$ cat src/rtl/toggle_decoder_pkg.sv
// Shared definitions for the toggle decoder.
// The FSM has two states: PRIME takes the first sampled level as the
// reference, and RUN decodes every later sample against the one before it.
package toggle_decoder_pkg;

  typedef enum logic {
    ST_PRIME = 1'b0,
    ST_RUN   = 1'b1
  } state_e;

endpackage

$ cat src/rtl/tdiff_bit.sv
// One bit of the toggle decoder: a previous-level flop plus edge detection.
// Ports:
//   CLK   in  rising-edge clock
//   RESET in  asynchronous active-high reset
//   D     in  level bit being watched
//   EN    in  sample strobe; PREV loads D only when EN=1
//   ARM   in  1 once the reference level is primed; enables the pulses
//   T     out registered toggle pulse (D differed from PREV)
//   R     out registered rising-edge pulse (0->1)
//   F     out registered falling-edge pulse (1->0)
//   DIFF  out combinational D^PREV. The parent registers it into its
//             capture buffer on the same edge that registers T.
module tdiff_bit (
  input  logic CLK,
  input  logic RESET,
  input  logic D,
  input  logic EN,
  input  logic ARM,
  output logic T,
  output logic R,
  output logic F,
  output logic DIFF
);

  logic prev_q;
  logic t_q;
  logic r_q;
  logic f_q;

  assign DIFF = D ^ prev_q;

  always_ff @(posedge CLK or posedge RESET) begin
    if (RESET) begin
      prev_q <= 1'b0;
      t_q    <= 1'b0;
      r_q    <= 1'b0;
      f_q    <= 1'b0;
    end else begin
      // Pulses default low, so they last exactly one cycle.
      t_q <= 1'b0;
      r_q <= 1'b0;
      f_q <= 1'b0;
      if (EN) begin
        prev_q <= D;
        if (ARM) begin
          t_q <= DIFF;
          r_q <= DIFF & D;
          f_q <= DIFF & ~D;
        end
      end
    end
  end

  assign T = t_q;
  assign R = r_q;
  assign F = f_q;

endmodule

$ cat src/rtl/toggle_decoder.sv
// Recovers the per-bit toggle vector behind each change of a level bus.
// It emits T/RISE/FALL pulses, counts change events with saturation, and
// holds the most recent event in a one-entry VALID/ACK buffer. OVF is a
// sticky flag for events dropped while the buffer was full.
// Ports:
//   CLK    in  rising-edge clock
//   RESET  in  asynchronous active-high reset
//   IN     in  [WIDTH] level bus, synchronous to CLK
//   EN     in  sample strobe; IN is examined only when EN=1
//   CLR    in  synchronous clear of COUNT and OVF (wins over set/increment)
//   ACK    in  consumer accepts DATA while VALID=1
//   T_OUT  out [WIDTH] toggle vector pulse
//   RISE   out [WIDTH] 0->1 pulse
//   FALL   out [WIDTH] 1->0 pulse
//   DATA   out [WIDTH] captured toggle vector, held while VALID
//   VALID  out buffer holds an unacknowledged event
//   OVF    out sticky: an event was dropped because the buffer was full
//   COUNT  out [CNT_W] saturating change-event count
//   STATE  out FSM state (debug observation: 0=PRIME, 1=RUN)
// Handshake: a DATA transfer happens on an edge where VALID=1 and ACK=1.
// A new event on that same edge refills the buffer, so VALID stays 1.
// ACK is ignored while VALID=0.
module toggle_decoder
  import toggle_decoder_pkg::*;
#(
  parameter int WIDTH = 4,
  parameter int CNT_W = 8
) (
  input  logic             CLK,
  input  logic             RESET,
  input  logic [WIDTH-1:0] IN,
  input  logic             EN,
  input  logic             CLR,
  input  logic             ACK,
  output logic [WIDTH-1:0] T_OUT,
  output logic [WIDTH-1:0] RISE,
  output logic [WIDTH-1:0] FALL,
  output logic [WIDTH-1:0] DATA,
  output logic             VALID,
  output logic             OVF,
  output logic [CNT_W-1:0] COUNT,
  output logic             STATE
);

  state_e           state_q;
  logic [WIDTH-1:0] data_q;
  logic             valid_q;
  logic             ovf_q;
  logic [CNT_W-1:0] count_q;
  logic [WIDTH-1:0] diff_w;
  logic             arm_w;
  logic             event_w;

  assign arm_w   = (state_q == ST_RUN);
  assign event_w = EN && arm_w && (|diff_w);

  for (genvar i = 0; i < WIDTH; i++) begin : g_bit
    tdiff_bit u_bit (
      .CLK  (CLK),
      .RESET(RESET),
      .D    (IN[i]),
      .EN   (EN),
      .ARM  (arm_w),
      .T    (T_OUT[i]),
      .R    (RISE[i]),
      .F    (FALL[i]),
      .DIFF (diff_w[i])
    );
  end

  always_ff @(posedge CLK or posedge RESET) begin
    if (RESET) begin
      state_q <= ST_PRIME;
      data_q  <= '0;
      valid_q <= 1'b0;
      ovf_q   <= 1'b0;
      count_q <= '0;
    end else begin
      // The first EN edge only primes PREV inside the bit slices.
      if (state_q == ST_PRIME && EN) begin
        state_q <= ST_RUN;
      end

      if (event_w) begin
        if (!valid_q || ACK) begin
          data_q  <= diff_w;
          valid_q <= 1'b1;
        end else begin
          ovf_q <= 1'b1;
        end
      end else if (valid_q && ACK) begin
        valid_q <= 1'b0;
      end

      // Dropped events still count.
      if (event_w && (count_q != {CNT_W{1'b1}})) begin
        count_q <= count_q + 1'b1;
      end

      // CLR is placed last so that it overrides an overflow or an increment in the same cycle.
      if (CLR) begin
        count_q <= '0;
        ovf_q   <= 1'b0;
      end
    end
  end

  assign DATA  = data_q;
  assign VALID = valid_q;
  assign OVF   = ovf_q;
  assign COUNT = count_q;
  assign STATE = state_q;

endmodule

$ cat config.mk
export PLATFORM = sky130hd
export DESIGN_NAME = toggle_decoder
export DESIGN_NICKNAME = d
export VERILOG_FILES = /design/src/rtl/toggle_decoder_pkg.sv /design/src/rtl/tdiff_bit.sv /design/src/rtl/toggle_decoder.sv
export SDC_FILE = /design/constraint.sdc
export NUM_CORES = 1
export LEC_CHECK = 0
export CAP_MARGIN = 10
export CORE_ASPECT_RATIO = 1.2
export CORE_MARGIN = 8
export CORE_UTILIZATION = 52
export DETAILED_ROUTE_END_ITERATION = 6
export PLACE_DENSITY = 0.84
export SLEW_MARGIN = 20
export SYNTH_ARGS = -nofsm -noshare
export SYNTH_HDL_FRONTEND = slang
export SYNTH_SLANG_ARGS = --single-unit
$ cat constraint.sdc
create_clock -name CLK -period 5.4 [get_ports CLK]
set_input_delay 1.08 -clock CLK [delete_from_list [all_inputs] [get_ports CLK]]
set_output_delay 1.08 -clock CLK [all_outputs]
set_load 0.02 [all_outputs]
# After elaboration in Yosys (flattened, before gate mapping)
# Index checks and enable logic that the tools add are counted.
# word_totals
out_inout_bits	27
word_cells	88
inputBits	9
regBits	31
# classes
n_eq_ne	3
mux	32
n_bitwise	17
reduce_logical	14
add_sub_neg	1
# ops
cell	count
$mux 1	30
$mux 8	2
$add 8x1->8 const B	1
$and 1x1->1	8
$ne 8x8->1 const B	1
$reduce_and 2->1	3
$reduce_bool 2->1	3
$logic_and 1x1->1	5
$not 1->1	5
$reduce_or 4->1	1
$xor 1x1->1	4
$ne 2x1->1 const B	1
$ne 2x2->1 const B	1
$logic_not 1->1	1
$logic_or 1x1->1	1

# Logic depth before layout (Yosys ltp)
# logic_depth
depth_word	6
ltp_mapped	6
mapped_depth_nobuf	5

# Hierarchy
# Synthesis repeated with hierarchy kept, for this count alone.
# unflattened
cells_unflattened	128
area_unflattened_um2	1451.4
# modules_own_cells
mod	seq_area_each_um2	cells_each	area_per_inst_um2	n_inst
toggle_decoder	375.4	72	730.7	1
tdiff_bit	100.1	14	180.2	4

# Worst setup path before layout
# Ideal clock, no wire load.
# synth_path
path_kind	in2reg
start	in IN[0]
end	reg count_q[3], in the netlist COUNT[3]
setup_time_ns	0.078
stages	6
path_buffers	1
arrival_time_ns	2.414
slack_ns	2.908
path_cell_list	inv_1 -> ha_1 -> a41o_1 -> buf_6 -> or4_1 -> a21oi_1
# synth_between
elab_chain_len	5
# synth_lines
item	line	rtl
from (decl)	toggle_decoder.sv:31	input logic [WIDTH-1:0] IN,
$xor 1x1->1	tdiff_bit.sv:30	assign DIFF = D ^ prev_q;
$reduce_or 4->1	toggle_decoder.sv:55	assign event_w = EN && arm_w && (|diff_w);
$logic_and 1x1->1	toggle_decoder.sv:55	
$logic_and 1x1->1	toggle_decoder.sv:96	if (event_w && (count_q != {CNT_W{1'b1}})) begin
$reduce_bool 2->1 (no line)	--	
to (signal assigned)	toggle_decoder.sv:97	count_q <= count_q + 1'b1;
to (decl)	toggle_decoder.sv:49	logic [CNT_W-1:0] count_q;
# Every way passes these cells.
# A chain may end at the register's enable or synchronous reset.

# Worst setup path in the final report
# layout_path
start	in IN[1]
end	reg data_q[3], in the netlist DATA[3]
# layout_between
elab_chain_len	4
# layout_lines
item	line	rtl
$xor 1x1->1	tdiff_bit.sv:30	
$reduce_or 4->1	toggle_decoder.sv:55	
$logic_and 1x1->1	toggle_decoder.sv:55	
$reduce_and 2->1 (no line)	--	
to (signal assigned)	toggle_decoder.sv:86	data_q <= diff_w;
to (decl)	toggle_decoder.sv:46	logic [WIDTH-1:0] data_q;
# Every way passes these cells.

==> flow_metrics.env <==
export IMPL_drv_cap=0
export IMPL_grt_pass1_vias=1000
export IMPL_synth_cell_types=38
export IMPL_htreeDepth=2
export IMPL_hold_class="reg -> reg"
export IMPL_p_sw_share_pct=28.7
export IMPL_synth_commonest_cells="31 x dfrtp_1, 13 x inv_1, 12 x buf_4, 9 x ha_1"
export IMPL_switchingPower_mw=0.145
export IMPL_drv_slew=0
export IMPL_fmax_mhz=348
export IMPL_antenna_found_initial=0
export IMPL_yosysWarnings=0
export IMPL_status="completed"
export IMPL_hold_violations=0
export IMPL_cp_arrival_ns=3.11
export IMPL_synth_seq_area_share_pct=53.3
export IMPL_yosysMostFrequentCell="dfrtp_1"
export IMPL_antenna_cells=0
export IMPL_chipHeight_microns=74.0
export IMPL_drt_iter0_drc=39
export IMPL_gr_total_overflow=0
export IMPL_finalSetupViolations=0
export IMPL_power_density_mw_per_mm2=281
export IMPL_syn_nets=152
export IMPL_drc=0
export IMPL_syn2layout_area_growth_pct=23.4
export IMPL_setup_tns_ns=0
export IMPL_final_period_utilization_pct=53.3
export IMPL_yosys_most_used_dff="dfrtp_1"
export IMPL_cts_resized_gates=0
export IMPL_dp_hpwl_microns=2070
export IMPL_grt_first_pass_wirelength_microns=4600
export IMPL_crit_type="in -> reg"
export IMPL_cts_reportedPaths_clkPinSlew_ns=0.09
export IMPL_final_layout_size_suffix_gt1_share_pct=11.2
export IMPL_num_vias=1053
export IMPL_pwr_share_seq_pct=51.5
export IMPL_fp_row_count=21
export IMPL_via_per_inst=5.40
export IMPL_synth_area_sq_mm=0.00146
export IMPL_worst_slew_pin_slew_ns=0.632
export IMPL_synth_edf_count=0
export IMPL_synth_area_leaders="dfrtp_1 53%, ha_1 7.7%, buf_4 6.2%, inv_1 3.4%, and3_2 3.1%"
export IMPL_drt_pass1_iterations=4
export IMPL_wirelength_microns=2780
export IMPL_ant_nets=0
export IMPL_peakVddDrop_v=0.000263
export IMPL_leakagePower_nw=0.857
export IMPL_clock_sinks=31
export IMPL_cts_buffer_depth=2
export IMPL_core_sq_mm=0.00273
export IMPL_critPathLaunchType="primary input"
export IMPL_cts_inserted_buffers=5
export IMPL_async_flop_share_pct=100
export IMPL_grt_usage_pct=12.9
export IMPL_dp_cells=188
export IMPL_p_clk_share_pct=27.3
export IMPL_period_needed_ns=2.88
export IMPL_cp_required_ns=5.63
export IMPL_avgSynthCellArea_sq_um=10.9
export IMPL_final_fill_count=219
export IMPL_fin_cells=195
export IMPL_ios=36
export IMPL_chipWidth_microns=64.3
export IMPL_cts_hold_buf=0
export IMPL_comb_power_share_pct=21.2
export IMPL_synth_seq_cells=31
export IMPL_portBuffers=35
export IMPL_grt_max_degree=32
export IMPL_synth_top_area_share_pct=53.3
export IMPL_syn_inst=134
export IMPL_nets=179
export IMPL_rsz0062_at_grt="no"
export IMPL_gp_congestion=0.816
export IMPL_max_slew_margin_pct=57.3
export IMPL_clk_latency_ns=0.34
export IMPL_cp_end_kind="flop"
export IMPL_critPathMaxFanout=8
export IMPL_die_area_sq_mm=0.00476
export IMPL_start_util_pct=53.3
export IMPL_tritoncts="done"
export IMPL_cts_setup_buffers=0
export IMPL_intPower_mw=0.360
export IMPL_wl_per_cell_microns=14.3
export IMPL_clock_skew_ns=0.00534
export IMPL_synth_top_area_cell="dfrtp_1"
export IMPL_cts_root_buffer="clkbuf_4"
## final cells by class
| type | count | area [sq um] | area share, % |
|---|---|---|---|
| Timing Repair Buffer | 35 | 350 | 19.5 |
| Tap cell | 34 | 42.5 | 2.37 |
| Sequential cell | 31 | 776 | 43.2 |
| Clock buffer | 6 | 51.3 | 2.86 |
| Multi-Input combinational cell | 75 | 523 | 29.1 |
| Clock inverter | 1 | 5.00 | 0.279 |
| Inverter | 13 | 48.8 | 2.72 |
## logic make-up (layout without fill, tap and decap cells)
group | Yosys count | in the layout | share of synthesized area, %
DFF | 31 | 31 | 53.3
muxes | 4 | 4 | 2.84
buffers and inverters | 28 | 55 | 10.8
and+or+nand+nor | 41 | 41 | 16.0
AOI/OAI and AO/OA | 21 | 21 | 9.37
adders and majority gates | 9 | 9 | 7.73
## through the flow
step | cell area (sq um) | utilization (%) | worst slack [ns] | total power [mW] | hold WS [ns]
2_1_floorplan | 1460 | - | 2.91 | 0.330 | 0.523
3_3_place_gp | 1740 | 63.7 | 2.30 | 0.370 | 0.502
3_5_place_dp | 1740 | 63.7 | 2.18 | 0.373 | 0.502
4_1_cts | 1800 | 65.8 | 2.55 | 0.513 | 0.531
5_1_grt | 1800 | 65.8 | 2.40 | 0.532 | 0.546
6_report | 1800 | 65.8 | 2.52 | 0.505 | 0.533
## metal layers
| metal | up-vias | track usage, % | wire [microns] |
|---|---|---|---|
| met5 | - | 0 | 0 |
| met4 | 0 | 8.98 | 75 |
| met3 | 7 | 7.08 | 234 |
| met2 | 31 | 19.9 | 1330 |
| met1 | 515 | 13.1 | 1150 |
| li1 | 500 | - | - |
## final timing paths
kind,from,endpoint,slack (ns),depth (start not counted)
min in group asynchronous,RESET,g_bit[1].u_bit.T$_DFF_PP0_,1.14,2
hold reg to reg,DATA[0]$_DFFE_PP0P_,DATA[0]$_DFFE_PP0P_,0.53,2
max in group asynchronous,RESET,VALID$_DFFE_PP0P_,3.87,2
hold / removal,DATA[0]$_DFFE_PP0P_,DATA[0]$_DFFE_PP0P_,0.53,2
setup / recovery,IN[1],DATA[3]$_DFFE_PP0P_,2.52,6
setup reg to reg,g_bit[1].u_bit.prev_q$_DFFE_PP0P_,DATA[3]$_DFFE_PP0P_,3.46,4
## placed cells by master (no fill, tap or decap), types with 2 or more instances in the layout
master           synthesis  routed
inv_1                   13      12
nand4_1                  2       2
mux2i_1                  3       3
clkdlybuf4s50_1          0      35
or4_1                    2       2
ha_1                     9       9
clkbuf_4                 0       5
o21ai_0                  6       6
a21oi_1                  6       6
nand3_1                  2       2
nor2_1                   7       7
and3_1                   4       4
nand2_1                  7       7
dfrtp_1                 31      31
and3_2                   6       6
## power by group through the flow
stage | Sequential (mW) | Clock [mW] | Combinational [mW]
global route | 0.262 | 0.152 | 0.117
CTS | 0.261 | 0.143 | 0.109
detailed placement | 0.265 | 0 | 0.108
global placement | 0.265 | 0 | 0.106
floorplan | 0.277 | 0 | 0.0531
finish | 0.260 | 0.138 | 0.107
## registers in the layout, summed over array words and instances (netlist names)
name                cells
g_bit.u_bit.prev_q      4
COUNT                   8
VALID                   1
OVF                     1
STATE                   1
DATA                    4
g_bit.u_bit.T           4
g_bit.u_bit.F           4
g_bit.u_bit.R           4
## worst max-delay path, stage by stage
cell and delay, ns:
clkdlybuf4s50_1 0.51, inv_1 0.06, ha_1 0.34, a41oi_1 0.58, nand2_1 0.28, a22o_1 0.25
(Power assumes the default switching activity.)
